`config.mk`:
```
export PLATFORM = sky130hd
export DESIGN_NAME = buffer_state_engine
export DESIGN_NICKNAME = d
export VERILOG_FILES = /design/src/rtl/buffer_state_engine_pkg.sv /design/src/rtl/buffer_state_engine_pkt_ring.sv /design/src/rtl/buffer_state_engine.sv
export SDC_FILE = /design/constraint.sdc
export NUM_CORES = 1
export LEC_CHECK = 0
export CAP_MARGIN = 20
export CORE_AREA = 3 3 137 139
export CTS_CLUSTER_SIZE = 10
export DETAILED_ROUTE_END_ITERATION = 6
export DIE_AREA = 0 0 140 142
export GPL_TIMING_DRIVEN = 0
export PLACE_DENSITY = 0.78
export SYNTH_ARGS = -nofsm -noshare
export SYNTH_HDL_FRONTEND = slang
export SYNTH_HIERARCHICAL = 1
export SYNTH_SLANG_ARGS = --single-unit
```
`constraint.sdc`:
```
create_clock -name clk -period 5.73 [get_ports clk]
set_input_delay 1.719 -clock clk [delete_from_list [all_inputs] [get_ports clk]]
set_output_delay 1.719 -clock clk [all_outputs]
set_load 0.03 [all_outputs]
```
`src/rtl/buffer_state_engine_pkg.sv`:
```
`default_nettype none
// ---------------------------------------------------------------------------
// buffer_state_engine_pkg : shared sizes, packet fields and display geometry
// Revision: 1.0
// ---------------------------------------------------------------------------
package buffer_state_engine_pkg;
  localparam int NBUF   = 4;
  localparam int DEPTH  = 6;
  localparam int DW     = 4;
  localparam int CW     = 8;
  localparam int PTR_W  = 3;
  localparam int BID_HI = 3;
  localparam int BID_LO = 2;

  // Box geometry used by the VGA buffer-status display stage.
  localparam int BOX_W   = 24;
  localparam int BOX_H   = 16;
  localparam int BOX_GAP = 4;

  typedef logic [DW-1:0]    pkt_t;
  typedef logic [PTR_W-1:0] cnt_t;

  function automatic logic [1:0] buf_id(input pkt_t p);
    return p[BID_HI:BID_LO];
  endfunction

  function automatic logic [CW-1:0] sat_inc(input logic [CW-1:0] v);
    return (&v) ? v : v + CW'(1);
  endfunction
endpackage
`default_nettype wire

```
`src/rtl/buffer_state_engine_pkt_ring.sv`:
```
`default_nettype none
// ---------------------------------------------------------------------------
// buffer_state_engine_pkt_ring : DEPTH-slot circular packet store
// Revision: 1.0
// ---------------------------------------------------------------------------
module buffer_state_engine_pkt_ring
  import buffer_state_engine_pkg::*;
(
  input  logic clk,
  input  logic reset,
  input  logic push,
  input  pkt_t push_pkt,
  input  logic pop,
  output pkt_t head_pkt,
  output cnt_t count,
  output logic drop,
  input  cnt_t rd_idx,
  output pkt_t rd_pkt
);
  localparam cnt_t           DEPTH_C = cnt_t'(DEPTH);
  localparam logic [PTR_W:0] DEPTH_W = (PTR_W+1)'(DEPTH);

  pkt_t mem [DEPTH];
  cnt_t head;
  cnt_t tail;
  logic full;
  logic do_pop;
  logic adv_head;
  logic [PTR_W:0] sum;
  cnt_t slot;

  function automatic cnt_t wrap_inc(input cnt_t p);
    return (p == DEPTH_C - cnt_t'(1)) ? '0 : p + cnt_t'(1);
  endfunction

  assign full     = (count == DEPTH_C);
  assign do_pop   = pop && (count != '0);
  // Overwrite only when nothing was popped this cycle; pop-then-push frees a slot.
  assign drop     = push && full && !do_pop;
  assign adv_head = do_pop || drop;
  assign head_pkt = mem[head];

  assign sum    = {1'b0, head} + {1'b0, rd_idx};
  assign slot   = (sum >= DEPTH_W) ? cnt_t'(sum - DEPTH_W) : sum[PTR_W-1:0];
  assign rd_pkt = (rd_idx < DEPTH_C) ? mem[slot] : '0;

  always_ff @(posedge clk) begin
    if (reset) begin
      head  <= '0;
      tail  <= '0;
      count <= '0;
    end else begin
      if (adv_head) head <= wrap_inc(head);
      if (push)     tail <= wrap_inc(tail);
      if (push && !adv_head)
        count <= count + cnt_t'(1);
      else if (!push && do_pop)
        count <= count - cnt_t'(1);
    end
  end

  always_ff @(posedge clk) begin
    if (push && !reset) mem[tail] <= push_pkt;
  end
endmodule
`default_nettype wire

```
`src/rtl/buffer_state_engine.sv`:
```
`default_nettype none
// ---------------------------------------------------------------------------
// buffer_state_engine : four packet rings, fullest-first reader, counters
// Revision: 1.0
// ---------------------------------------------------------------------------
module buffer_state_engine
  import buffer_state_engine_pkg::*;
(
  input  logic            clk,
  input  logic            reset,
  input  logic            in_valid,
  input  logic [DW-1:0]   in_pkt,
  input  logic            rd_req,
  output logic            rd_valid,
  output logic [DW-1:0]   rd_pkt,
  output logic [DW-1:0]   last_in,
  output logic [4*3-1:0]  occ,
  output logic [CW-1:0]   trans_cnt,
  output logic [CW-1:0]   recv_cnt,
  output logic [CW-1:0]   drop_cnt,
  input  logic [1:0]      q_buf,
  input  logic [2:0]      q_slot,
  output logic            q_valid,
  output logic [DW-1:0]   q_pkt
);
  cnt_t cnt   [NBUF];
  pkt_t head  [NBUF];
  pkt_t slot  [NBUF];
  logic [NBUF-1:0] push;
  logic [NBUF-1:0] pop;
  logic [NBUF-1:0] drop;

  logic [1:0] sel_lo, sel_hi, sel;
  cnt_t       max_lo, max_hi, max_all;
  logic       any_data;
  logic       do_read;
  logic       q_hit;

  // Compare tree: pairs, then pair winners, then non-empty check. Ties keep the lower index.
  assign sel_lo   = (cnt[0] >= cnt[1]) ? 2'd0 : 2'd1;
  assign max_lo   = (cnt[0] >= cnt[1]) ? cnt[0] : cnt[1];
  assign sel_hi   = (cnt[2] >= cnt[3]) ? 2'd2 : 2'd3;
  assign max_hi   = (cnt[2] >= cnt[3]) ? cnt[2] : cnt[3];
  assign sel      = (max_lo >= max_hi) ? sel_lo : sel_hi;
  assign max_all  = (max_lo >= max_hi) ? max_lo : max_hi;
  assign any_data = (max_all != '0);
  assign do_read  = rd_req && any_data;

  generate
    for (genvar b = 0; b < NBUF; b++) begin : g_ring
      assign push[b] = in_valid && (buf_id(in_pkt) == 2'(b));
      assign pop[b]  = do_read && (sel == 2'(b));
      assign occ[3*b +: 3] = cnt[b];

      buffer_state_engine_pkt_ring u_ring (
        .clk      (clk),
        .reset    (reset),
        .push     (push[b]),
        .push_pkt (in_pkt),
        .pop      (pop[b]),
        .head_pkt (head[b]),
        .count    (cnt[b]),
        .drop     (drop[b]),
        .rd_idx   (q_slot),
        .rd_pkt   (slot[b])
      );
    end
  endgenerate

  assign q_hit = (q_slot < cnt[q_buf]);

  always_ff @(posedge clk) begin
    if (reset) begin
      rd_valid  <= 1'b0;
      rd_pkt    <= '0;
      last_in   <= '0;
      trans_cnt <= '0;
      recv_cnt  <= '0;
      drop_cnt  <= '0;
      q_valid   <= 1'b0;
      q_pkt     <= '0;
    end else begin
      rd_valid <= do_read;
      if (do_read) begin
        rd_pkt    <= head[sel];
        trans_cnt <= sat_inc(trans_cnt);
      end
      if (in_valid) begin
        last_in  <= in_pkt;
        recv_cnt <= sat_inc(recv_cnt);
      end
      if (|drop) drop_cnt <= sat_inc(drop_cnt);
      q_valid <= q_hit;
      q_pkt   <= q_hit ? slot[q_buf] : '0;
    end
  end
endmodule
`default_nettype wire

```
## After elaboration in Yosys (flattened, before gate mapping)

Memories as Yosys holds them, arrays and structs flattened. A register that Yosys moved wholly into a read port is not among the register bits.
Index checks and enable logic that the tools add are counted.

| operators by class | value |
|---|---|
| add/subtract/negate cells | 27 |
| $lt $le $gt $ge | 11 |
| eq/ne operators | 18 |
| multiplexer cells | 55 |
| bitwise logic cells | 6 |
| reduce and logical (&&, ||, !) cells | 69 |

Operators with widths:

| kind | count |
|---|---|
| 3-bit 2-to-1 mux | 33 |
| 3-bit by 1-bit adder with 3-bit output, second input constant | 12 |
| 3-bit equality test, second input constant | 12 |
| 1-bit logical AND | 33 |
| 4-bit 2-to-1 mux | 8 |
| 8-bit by 1-bit adder with 8-bit output, second input constant | 3 |
| 8-bit AND reduction | 3 |
| 3-bit by 3-bit adder with 4-bit output | 4 |
| 4-bit binary-select mux with 2-bit select | 2 |
| 4-bit by 3-bit >= comparator with 1-bit output, second input constant | 4 |
| 3-bit nonzero test | 5 |
| 1-bit logical NOT | 13 |
| 3-bit by 1-bit subtractor with 3-bit output, second input constant | 4 |
| 3-bit subtractor, second input constant | 4 |
| 1-bit 2-to-1 mux | 10 |
| 3-bit >= comparator | 3 |
| 2-bit equality test, second input constant | 4 |
| 2-bit nonzero test | 4 |
| 3-bit binary-select mux with 2-bit select | 1 |
| 3-bit >= comparator, second input constant | 2 |
| 2-bit inverter with 3-bit output | 2 |
| 2-bit AND reduction | 3 |
| 2-bit by 1-bit equality test with 1-bit output, second input constant | 2 |
| 2-bit logical NOT | 2 |
| 7 further kinds | 13 |

| storage, ports and cells | value |
|---|---|
| bits in registers | 74 |
| memory bits (writable) | 96 |
| input bits | 13 |
| logic and storage cells | 210 |
| memories kept | 4 |

Memories:

| memory | words | width | rd ports | clocked after Yosys merged registers in | wr ports | RTL line | RTL |
|---|---|---|---|---|---|---|---|
| g_ring[0].u_ring.mem | 6 | 4 | 2 | 1 | 1 | buffer_state_engine_pkt_ring.sv:23 | `pkt_t mem [DEPTH];` |
| g_ring[1].u_ring.mem | 6 | 4 | 2 | 1 | 1 | buffer_state_engine_pkt_ring.sv:23 |  |
| g_ring[2].u_ring.mem | 6 | 4 | 2 | 1 | 1 | buffer_state_engine_pkt_ring.sv:23 |  |
| g_ring[3].u_ring.mem | 6 | 4 | 2 | 1 | 1 | buffer_state_engine_pkt_ring.sv:23 |  |

## Longest topological paths before layout

Gate-level depths: netlist (run 1).

| depth | value |
|---|---|
| depth after elaboration | 14 |
| depth in mapped cells | 21 |
| mapped depth without buffers | 19 |

## Hierarchy

The synthesis (run 1) kept the hierarchy.

Modules (own cells, without submodules):

| module | times used | cells an instance | area each (um2) | seq. area each (um2) |
|---|---|---|---|---|
| buffer_state_engine_pkt_ring (g_ring[2].u_ring ...) | 2 | 184 | 2,104.5 | 960.9 |
| buffer_state_engine | 1 | 261 | 2,299.7 | 760.7 |
| buffer_state_engine_pkt_ring (g_ring[0].u_ring) | 1 | 188 | 2,035.7 | 960.9 |
| buffer_state_engine_pkt_ring (g_ring[1].u_ring) | 1 | 185 | 1,988.2 | 960.9 |

## Worst setup path before layout (run 1)

No wires, ideal clock.

| timing | value |
|---|---|
| path kind | reg-to-reg |
| start | register g_ring[3].u_ring.count[1] |
| end | register drop_cnt[5] |
| arrival | 4.508 ns |
| slack | 1.151 ns |
| stages on the path, launching flop included | 20 |
| path through | dfxtp_1 > inv_1 > ha_1 > nand2_1 > o21ai_2 > clkbuf_1 > mux2_2 > ha_1 > o21ai_0 > a21oi_1 > buf_2 > nand3_1 > nor2_1 > clkbuf_1 > nor4b_1 > nor4_1 > a31oi_2 > nand4_1 > or3_1 > a21oi_1 |

| on the way | value |
|---|---|
| word-level cells in the longest chain between the ends | 12 |
| elaborated cells on any way between the ends | 33 |

Ends and longest elaborated chain:

| element | RTL line | RTL |
|---|---|---|
| start, declared | buffer_state_engine_pkt_ring.sv:15 | `output cnt_t count,` |
| start signal, assigned | buffer_state_engine_pkt_ring.sv:56 | `count <= count + cnt_t'(1);` |
| start signal, assigned | buffer_state_engine_pkt_ring.sv:58 | `count <= count - cnt_t'(1);` |
| 3-bit >= comparator | buffer_state_engine.sv:42, buffer_state_engine.sv:43 |  |
| 3-bit 2-to-1 mux | buffer_state_engine.sv:43 | `assign max_hi = (cnt[2] >= cnt[3]) ? cnt[2] : cnt[3];` |
| 3-bit >= comparator | buffer_state_engine.sv:44, buffer_state_engine.sv:45 |  |
| 3-bit 2-to-1 mux | buffer_state_engine.sv:45 | `assign max_all = (max_lo >= max_hi) ? max_lo : max_hi;` |
| 3-bit nonzero test | buffer_state_engine.sv:46 | `assign any_data = (max_all != '0);` |
| 1-bit logical AND | buffer_state_engine.sv:47 | `assign do_read = rd_req && any_data;` |
| 1-bit logical AND (*) | buffer_state_engine.sv:52 | `assign pop[b] = do_read && (sel == 2'(b));` |
| net pop[1] | buffer_state_engine.sv:30 | `logic [NBUF-1:0] pop;` |
| 1-bit logical AND (*) | buffer_state_engine_pkt_ring.sv:37 | `assign do_pop = pop && (count != '0);` |
| 1-bit logical NOT (*) | buffer_state_engine_pkt_ring.sv:39 | `assign drop = push && full && !do_pop;` |
| 1-bit logical AND (*) | buffer_state_engine_pkt_ring.sv:39 |  |
| net drop[1] | buffer_state_engine.sv:31 | `logic [NBUF-1:0] drop;` |
| 4-bit OR reduction (*) | buffer_state_engine.sv:92 | `if (\|drop) drop_cnt <= sat_inc(drop_cnt);` |
| 2-bit AND reduction (no line) (*) | n/a |  |
| end signal, assigned | buffer_state_engine.sv:92 |  |
| end, declared | buffer_state_engine.sv:20 | `output logic [CW-1:0] drop_cnt,` |

Mark *: on every way through the listed nets, which the timed path passes. The rest lies on a longest branch.
A chain may end at the register's enable or synchronous reset.

## Worst setup path in the final report (run 1)

| timing | value |
|---|---|
| start | register g_ring[3].u_ring.count[2] |
| end | register drop_cnt[3] |

The elaborated chain is that of the path after synthesis.

==> flow_metrics.py, run 1 <==
metrics = {
    "drt": {
        "drt_first_pass_iters": 6,
        "drc_errors": 0,
        "avgViaCountPerCell": 6.14,
        "via_count": 8153,
        "routedWlPerCell_microns": 19.3,
        "totalWireLength_mm": 25.6,
        "postRouteAntennaNets": 0,
        "first_iter_violations": 596,
    },
    "logic_synthesis": {
        "synthTopCellsByArea": "edfxtp_1, dfxtp_1, mux2i_1",
        "syn_area_sq_mm": 0.0105,
        "synth-edff-count": 96,
        "synth_fp_nets": 1049,
        "synth_top_family_by_area": "simple AND/OR/NAND/NOR gates",
        "synthAdderAreaFrac_pct": 4.61,
        "synth.distinct_cells": 71,
        "synth_compound_area_share_pct": 13.1,
        "avgSynthCellArea_sq_um": 10.5,
        "synth_top_area_share_pct": 27.4,
        "synth_flop_cell": "edfxtp_1",
        "synth_cells": 1002,
        "synth_top_area_cell": "edfxtp_1",
        "synthMuxAreaShare_pct": 14.4,
        "synth.most_common_cell": "nor2_1",
        "synth-seq-cells": 182,
        "synth-xor-area-share_pct": 2.99,
        "synth-seq-area-share_pct": 43.7,
        "synth-simple-area-share_pct": 17.2,
        "synth_warnings": 6,
        "synth-async-reset-ratio_pct": 0,
        "synth_top_cells_by_count": "nor2_1, edfxtp_1, dfxtp_1, nand2_1, a21oi_1",
    },
    "outcome": {
        "outcome": "finished, final reports clean",
    },
    "power": {
        "vdd.ir_drop.worst_uv": 235,
        "total_power_mw": 3.54,
        "leakage_nw": 4.29,
        "power_density_mw_per_mm2": 293,
    },
    "sta": {
        "fin_crit_sh_pct": 92.2,
        "rsz0062_at_grt": "no",
        "setup_viol_count_final": 0,
        "skew_ns": 0.00975,
        "period_needed_ns": 5.28,
        "timing.slew.headroom_pct": 29.3,
        "fmax_mhz": 189,
        "whs_ns": 0.461,
        "drv_slew": 0,
        "hold_viol": 0,
        "tightest_slew_ns": 1.05,
        "setup_ws_ns": 0.446,
        "fin_tns_setup_ns": 0,
    },
    "floorplan": {
        "initial_core_util_pct": 59.2,
        "die_area_sq_mm": 0.0199,
        "dieHeight_microns": 142,
        "coreArea_sq_mm": 0.0178,
        "die_w_microns": 140,
        "pin_count": 63,
        "num_rows": 49,
    },
    "global_route": {
        "grt_pass1_vias": 7660,
        "grt_overflow_total": 0,
        "grt_pass1_wl_mm": 40.2,
        "antenna_found_initial": 1,
        "grtUsageTotal_pct": 25.7,
        "grt_max_degree": 28,
    },
    "clock_network": {
        "clkLatencyLatePin_ns": 0.44,
        "cts_setup_buffers": 0,
        "htree_levels": 4,
        "cts_resized": 0,
        "cts_made_buffers": 17,
        "cts_tree": "yes",
        "cts-hold-fix-buffers": 0,
        "cts_root_buffer": "clkbuf_16",
        "cts_buffer_depth": 2,
        "clock_sinks": 182,
        "clkSlewWorstSetupHoldPaths_ns": 0.07,
    },
    "layout": {
        "finalNetCount": 1132,
        "syn_to_final_growth_pct": 14.8,
        "final_layout_size_suffix_gt1_share_pct": 15.2,
        "layoutNonFillerInstCount": 1328,
        "final_core_util_pct": 68.0,
        "fill_cells": 1364,
        "design_area_sq_mm": 0.0121,
    },
    "placement": {
        "place_congestion": 0.885,
        "port_buffers": 59,
        "post_dp_cell_area_sq_mm": 0.0115,
        "dp_cells": 1292,
        "place_hpwl_mm": 18.1,
        "dpl_worst_slack_ns": 0.242,
    },
    "setup_path": {
        "worstSetupStartpointType": "register",
        "crit_fanout": 10,
        "critPathKind": "reg2reg",
        "cp-end-kind": "register",
        "cp_data_arrival_time_ns": 5.60,
        "required_ns": 6.05,
    },
    "worst_hold_path": {
        "hold_path_class": "reg2reg",
    },
    "flow_run": {
        "cap_viol_max_count": 0,
    },
}
-- sequential cells by signal, indices dropped and copies added (netlist names), named ones only --
register	count
drop_cnt	8
q_valid	1
rd_valid	1
recv_cnt	8
rd_pkt	4
g_ring.u_ring/mem	96
g_ring.u_ring/head	12
g_ring.u_ring/count	12
trans_cnt	8
last_in	4
g_ring.u_ring/tail	12
q_pkt	4
-- logic make-up after synthesis --
family          Yosys count
fa+ha+maj                34
flops                   182
buf+inv                  88
simple gates            354
mux                     118
compound gates          196
xor+xnor                 30
-- final cells by class --
| cell class | instances | area, sq um | share of cell area (%) |
|---|---|---|---|
| diodes | 1 | 2.50 | 0.0207 |
| clock inverters | 14 | 138 | 1.14 |
| multi-input cells | 732 | 5520 | 45.7 |
| inverters | 33 | 124 | 1.02 |
| clock buffers | 18 | 429 | 3.55 |
| plain buffers | 55 | 290 | 2.40 |
| repair buffers | 64 | 691 | 5.71 |
| well taps | 229 | 287 | 2.37 |
| flip-flops and latches | 182 | 4610 | 38.1 |
-- path summary, 6_finish.rpt --
check                                               from                        to  slack (ns)  depth (start not counted)
hold reg to reg                  last_in[3]$_SDFFE_PP0P_   last_in[3]$_SDFFE_PP0P_        0.46                          2
setup / recovery  g_ring[3].u_ring/count[2]$_SDFFE_PP0P_  drop_cnt[3]$_SDFFE_PP0P_        0.45                         19
setup reg to reg  g_ring[3].u_ring/count[2]$_SDFFE_PP0P_  drop_cnt[3]$_SDFFE_PP0P_        0.45                         19
hold / removal                   last_in[3]$_SDFFE_PP0P_   last_in[3]$_SDFFE_PP0P_        0.46                          2
-- per-layer routing --
layer | global-route usage (%) | vias to the layer above | part of all wire, %
met3 | 6.22 | 38 | 7.6
met1 | 34.5 | 3900 | 43
met5 | 0 | - | 0
li1 | - | 3891 | -
met2 | 42.3 | 324 | 48
met4 | 7.24 | 0 | 1.3
-- worst max-delay path, cell delays in order, from the launching register on --
cell and delay [ns]:
dfxtp_1 0.51, inv_1 0.10, ha_1 0.31, nand2_1 0.06
o21ai_2 0.18, clkbuf_1 0.42, mux2_2 0.39, ha_1 0.26
o21ai_0 0.08, a21oi_1 0.28, buf_2 0.27, nand3_1 0.30
nor2_1 0.37, clkbuf_1 0.39, nor4b_1 0.13, nor4_2 0.49
a31oi_2 0.16, nand4_1 0.23, xor2_1 0.17, nor2_1 0.05
-- report_power, final --
group          internal (mW)  switching, mW  leakage [nW]
Combinational          0.381          0.547          2.45
Sequential              1.42         0.0666          1.56
Clock                  0.577          0.546         0.276
-- layout by cell type (no fill, tap or decap), types with 9 or more instances in the layout --
cell type        netlist  layout
nor2_1               107     107
edfxtp_1              96      96
dfxtp_1               86      84
nand2_1               76      76
a21oi_1               70      70
mux2i_1               60      60
clkdlybuf4s50_1        0      59
inv_1                 33      33
mux2_2                30      30
o21ai_0               29      29
ha_1                  26      26
clkbuf_1              23      24
nor3_1                24      24
buf_2                 23      23
mux4_2                23      23
nor2b_1               20      20
nand3_1               20      20
a211oi_1              18      18
nand2b_1              17      17
clkbuf_16              0      17
xor2_1                15      15
and3_1                12      12
xnor2_1               11      11
nor3b_1                9       9
or3_1                  9       9
nor4_1                10       9
o21a_1                 9       9
No activity file was read; power rests on OpenSTA's default activity.
==> run 2, diff against run 1 <==
Settings changed: GPL_TIMING_DRIVEN 0 to not set.
==> run 2 against run 1 <==
  * Final cell count down 2.7%
  * Total power up 0.89%
  * Global-route usage up 1.1 points
  * Hold slack better by 0.026 ns
  * Die area unchanged
  * Via count down 2.1%
  * Non-clock buffer count down 35
  * Core utilization down 0.94 points
  * Wire length up 2.0%
==> flow_metrics.py, run 2 (synthesized netlist as in run 1, its figures left out) <==
metrics = {
    "outcome": {
        "outcome": "finished, final reports clean",
    },
    "floorplan": {
        "num_rows": 49,
        "dieHeight_microns": 142,
        "die_area_sq_mm": 0.0199,
        "coreArea_sq_mm": 0.0178,
        "initial_core_util_pct": 59.2,
        "die_w_microns": 140,
        "pin_count": 63,
    },
    "worst_hold_path": {
        "hold_path_class": "reg2reg",
        "whs_path_depth": 2,
    },
    "placement": {
        "post_dp_cell_area_sq_mm": 0.0113,
        "place_hpwl_mm": 18.8,
        "port_buffers": 62,
        "place_congestion": 0.904,
    },
    "drt": {
        "first_iter_violations": 538,
        "drc_errors": 0,
        "drt_first_pass_iters": 5,
        "postRouteAntennaNets": 0,
        "avgViaCountPerCell": 6.18,
        "routedWlPerCell_microns": 20.2,
        "totalWireLength_mm": 26.1,
        "via_count": 7983,
    },
    "power": {
        "total_power_mw": 3.57,
        "switching_power_mw": 1.17,
        "pwr-share-clk_pct": 32.2,
        "swShare_pct": 32.8,
        "p_comb_share_pct": 26.4,
        "power_density_mw_per_mm2": 299,
        "internal_power_mw": 2.40,
        "leakage_nw": 4.19,
        "vdd.ir_drop.worst_uv": 238,
        "power_frac_seq_pct": 41.4,
    },
    "layout": {
        "final_layout_size_suffix_gt1_share_pct": 14.4,
        "fill_cells": 1389,
        "final_common_cell": "nor2_1",
        "largest_register_ffs": 96,
        "num_antenna_cells": 0,
        "finalNetCount": 1097,
        "layout_common_cells": "nor2_1, edfxtp_1, dfxtp_1, nand2_1, a21oi_1",
        "regMostFlops": "g_ring.u_ring/mem",
        "design_area_sq_mm": 0.0119,
        "syn_to_final_growth_pct": 13.2,
    },
    "sta": {
        "fin_tns_setup_ns": 0,
        "timing.slew.headroom_pct": 29.5,
        "hold_viol": 0,
        "skew_ns": 0.0157,
        "setup_viol_count_final": 0,
        "rsz0062_at_grt": "no",
        "period_needed_ns": 5.02,
        "fin_crit_sh_pct": 87.6,
        "tightest_slew_ns": 1.05,
        "fmax_mhz": 199,
        "drv_slew": 0,
    },
    "clock_network": {
        "clkSlewWorstSetupHoldPaths_ns": 0.07,
        "cts_setup_buffers": 0,
        "cts_resized": 0,
        "cts_made_buffers": 17,
        "clock_sinks": 182,
        "htree_levels": 4,
        "cts-hold-fix-buffers": 0,
        "cts_root_buffer": "clkbuf_16",
        "cts_buffer_depth": 2,
        "cts_tree": "yes",
        "clkLatencyLatePin_ns": 0.44,
    },
    "setup_path": {
        "required_ns": 6.04,
        "cp_data_arrival_time_ns": 5.34,
        "critPathKind": "reg2reg",
        "cp-end-kind": "register",
        "r2r_cells": 20,
        "crit_fanout": 15,
        "worstSetupStartpointType": "register",
    },
    "global_route": {
        "antenna_found_initial": 1,
        "grt_overflow_total": 0,
        "grt_max_degree": 53,
        "grtUsageTotal_pct": 26.9,
        "grt_pass1_wl_mm": 42.2,
        "grt_pass1_vias": 7937,
    },
    "flow_run": {
        "cap_viol_max_count": 0,
    },
}
## run 2: cell count changes in the layout (fill, tap and decap cells not counted), moves of 2 or more
cell,change
buf_4,+21
dfxtp_2,-2
inv_8,+2
clkdlybuf4s50_1,+2
buf_6,-4
buf_8,-3
inv_6,-3
dfxtp_1,+2
buf_2,-23
clkbuf_8,-2
clkbuf_1,-24
## run 2: final timing paths
kind / startpoint / end / slack [ns]
worst min-delay path: rd_pkt[3]$_SDFFE_PP0P_ / rd_pkt[3]$_SDFFE_PP0P_ / 0.49
worst max register to register: g_ring[0].u_ring/count[0]$_SDFFE_PP0P_ / g_ring[1].u_ring/count[1]$_SDFFE_PP0P_ / 0.71
worst min register to register: rd_pkt[3]$_SDFFE_PP0P_ / rd_pkt[3]$_SDFFE_PP0P_ / 0.49
worst max-delay path: g_ring[0].u_ring/count[0]$_SDFFE_PP0P_ / g_ring[1].u_ring/count[1]$_SDFFE_PP0P_ / 0.71
## run 2: power groups by stage
stage / Combinational (mW) / Clock [mW] / Sequential (mW)
2_1_floorplan: 0.584 / 0 / 1.57
3_3_place_gp: 0.907 / 0 / 1.50
3_5_place_dp: 0.927 / 0 / 1.50
4_1_cts: 0.933 / 1.16 / 1.48
5_1_grt: 1.03 / 1.22 / 1.48
6_report: 0.944 / 1.15 / 1.48
## run 2: critical path: stages, from the launching register on
cell and delay, ns:
dfxtp_1 0.31, buf_4 0.20, inv_1 0.06, ha_1 0.19, nor2b_1 0.14, o21ai_2 0.57, o21ai_0 0.22, ha_1 0.32
o21ai_0 0.09, a21oi_1 0.16, buf_4 0.21, nand3_1 0.30, nor2_1 0.74, o31a_1 0.28, nor2_1 0.08, nand2_1 0.09
fa_1 0.47, nand3_1 0.11, o21ai_0 0.09, a21oi_1 0.19, a21oi_1 0.08
## run 2: cell type report
type                    instances  area (sq um)  share of cell area, %
inverters                      33           124                   1.04
flip-flops and latches        182          4600                   38.6
repair buffers                 84           803                   6.74
multi-input cells             732          5520                   46.3
well taps                     229           287                   2.40
clock buffers                  18           450                   3.78
clock inverters                14           134                   1.12
## run 2: layer usage
| metal | GRT usage [%] | up-vias | share of wire, % | routed length, microns |
|---|---|---|---|---|
| li1 | - | 3795 | - | - |
| met1 | 35.0 | 3885 | 42 | 11000 |
| met2 | 45.1 | 257 | 49 | 12700 |
| met3 | 6.52 | 44 | 6.7 | 1740 |
| met4 | 8.06 | 2 | 2.1 | 554 |
| met5 | 0 | - | 0.050 | 13 |
## run 2: stage by stage
step	cells	worst slack (ns)	hold WS (ns)	util, %
2_1_floorplan	1002	1.15	0.471	-
3_3_place_gp	1259	0.773	0.461	63.6
3_5_place_dp	1259	0.713	0.472	63.6
4_1_cts	1291	0.755	0.488	66.9
5_1_grt	1292	0.300	0.517	67.1
6_report	1292	0.709	0.487	67.1
==> run 3, diff against run 2 <==
Settings changed: CORE_AREA 3 3 137 139 to 2 2 162 116, DIE_AREA 0 0 140 142 to 0 0 164 118, PLACE_DENSITY 0.78 to 0.79.
==> run 3 against run 2 <==
  * Largest power group unchanged
  * Final area rose by 0.60%
  * First-iteration DRC count increased by 47%
  * Core utilization rose by 0.32 points
  * Global-route usage is 0.70 points higher
  * Via count rose by 0.51%
  * Final cell count grew 0.93%
==> flow_metrics.py, run 3 (synthesized netlist as in run 1, its figures left out) <==
metrics = {
    "layout": {
        "final_common_cell": "nor2_1",
        "layoutNonFillerInstCount": 1304,
        "finalNetCount": 1102,
        "final_layout_size_suffix_gt1_share_pct": 14.8,
        "final_core_util_pct": 67.4,
        "num_antenna_cells": 0,
        "fill_cells": 1364,
        "layout_common_cells": "nor2_1, edfxtp_1, dfxtp_1, nand2_1, a21oi_1",
        "multi_input_area_sq_mm": 0.00552,
        "regMostFlops": "g_ring.u_ring/mem",
        "largest_register_ffs": 96,
        "syn_to_final_growth_pct": 13.9,
        "seqCellArea_sq_mm": 0.00460,
    },
    "sta": {
        "setup_ws_ns": 0.725,
        "hold_viol": 0,
        "tightest_slew_ns": 1.03,
        "fmax_mhz": 200,
        "setup_viol_count_final": 0,
        "rsz0062_at_grt": "no",
        "drv_slew": 0,
        "period_needed_ns": 5.01,
        "fin_tns_setup_ns": 0,
        "timing.slew.headroom_pct": 30.3,
        "skew_ns": 0.0151,
        "fin_crit_sh_pct": 87.3,
    },
    "global_route": {
        "grt_max_degree": 52,
        "grtUsageTotal_pct": 27.6,
        "grt_pass1_wl_mm": 40.7,
        "antenna_found_initial": 0,
        "grt_pass1_vias": 7235,
        "grt_overflow_total": 0,
    },
    "flow_run": {
        "cap_viol_max_count": 0,
    },
    "placement": {
        "port_buffers": 62,
        "place_congestion": 0.886,
        "place_hpwl_mm": 18.9,
        "dpl_worst_slack_ns": 0.732,
        "dp_cells": 1270,
    },
    "floorplan": {
        "die_w_microns": 164,
        "dieHeight_microns": 118,
        "num_rows": 41,
        "coreArea_sq_mm": 0.0178,
        "initial_core_util_pct": 59.2,
        "die_area_sq_mm": 0.0194,
        "pin_count": 63,
    },
    "setup_path": {
        "required_ns": 6.10,
        "worstSetupStartpointType": "register",
        "crit_fanout": 16,
        "critPathTopFamily": "simple AND/OR/NAND/NOR gates",
        "critPathKind": "reg2reg",
        "cp_data_arrival_time_ns": 5.38,
        "crit_chain": "inv_1 -> ha_1 -> nand2_1 -> o21ai_2 -> mux2i_1 -> ha_1 -> o21ai_0 -> a21oi_1 -> nand3_1 -> nor2_1 -> buf_4 -> nor4b_1 -> nor4_1 -> a31oi_2 -> nand4_1 -> or3_1 -> a21oi_1",
        "worst-path-buf-inv": 2,
        "cp_slowest_stage_delay_ns": 0.71,
        "r2r_slack_ns": 0.72,
        "cp-end-kind": "register",
        "cp_slowest_cell": "dfxtp_1",
    },
    "drt": {
        "totalWireLength_mm": 26.2,
        "drc_errors": 0,
        "routedWlPerCell_microns": 20.1,
        "first_iter_violations": 793,
        "postRouteAntennaNets": 0,
        "drt_first_pass_iters": 5,
        "avgViaCountPerCell": 6.15,
        "via_count": 8024,
    },
    "clock_network": {
        "cts_tree": "yes",
        "cts_setup_buffers": 0,
        "clkSlewWorstSetupHoldPaths_ns": 0.08,
        "cts_resized": 0,
        "cts_buffer_depth": 2,
        "cts-hold-fix-buffers": 0,
        "clock_sinks": 182,
        "cts_made_buffers": 17,
        "clkLatencyLatePin_ns": 0.45,
        "cts_root_buffer": "clkbuf_16",
        "htree_levels": 4,
    },
    "power": {
        "leakage_nw": 4.24,
        "vdd.ir_drop.worst_uv": 175,
        "power_density_mw_per_mm2": 300,
    },
    "worst_hold_path": {
        "hold_path_class": "reg2reg",
    },
    "outcome": {
        "outcome": "finished, final reports clean",
    },
}
==> run 3: cell types whose count changed in the layout (fill, tap and decap cells not counted), sizes merged <==
cell | before | now
buf | 23 | 28
clkbuf | 18 | 17
clkinvlp | 2 | 0
inv | 40 | 43
==> run 3: report_power, final <==
| group | switching, mW | internal, mW | leakage, nW | total (mW) |
|---|---|---|---|---|
| registers | 0.0619 | 1.42 | 1.56 | 1.48 |
| logic | 0.552 | 0.386 | 2.38 | 0.938 |
| clock network | 0.588 | 0.594 | 0.296 | 1.18 |
| total | 1.20 | 2.40 | 4.24 | 3.60 |
==> run 3: path summary, 6_finish.rpt <==
check | startpoint | to | cells past startpoint
worst max-delay path | g_ring[1].u_ring/count[2]$_SDFFE_PP0P_ | drop_cnt[5]$_SDFFE_PP0P_ | 17
worst min register to register | rd_pkt[0]$_SDFFE_PP0P_ | rd_pkt[0]$_SDFFE_PP0P_ | 2
worst min-delay path | rd_pkt[0]$_SDFFE_PP0P_ | rd_pkt[0]$_SDFFE_PP0P_ | 2
worst max register to register | g_ring[1].u_ring/count[2]$_SDFFE_PP0P_ | drop_cnt[5]$_SDFFE_PP0P_ | 17
==> run 3: area by class of cell <==
class                   instances  share of cell area (%)
multi-input cells             732                    46.0
flip-flops and latches        182                    38.4
clock buffers                  17                    3.55
inverters                      33                    1.03
repair buffers                 89                    7.05
well taps                     236                    2.46
clock inverters                15                    1.49
==> run 3: metal layers <==
metal	share of wire (%)	up-vias	global-route usage [%]
met5	0	-	0
met4	1.4	0	6.58
met3	8.3	27	6.31
met2	43	330	39.2
met1	47	3847	42.5
li1	-	3820	-
==> run 3: tightest hold or removal path, stage by stage (launching register included) <==
cell and delay (ns):
dfxtp_1 0.31, nand3_1 0.06, a21oi_1 0.06
==> run 3: per-stage QoR <==
stage                     cell area [sq um]  total power, mW  hold slack [ns]
after floorplan                       10500             2.15            0.471
after global placement                11300             2.40            0.454
after detailed placement              11400             2.43            0.466
after CTS                             12000             3.61            0.476
after global routing                  12000             3.75            0.502
final                                 12000             3.60            0.477
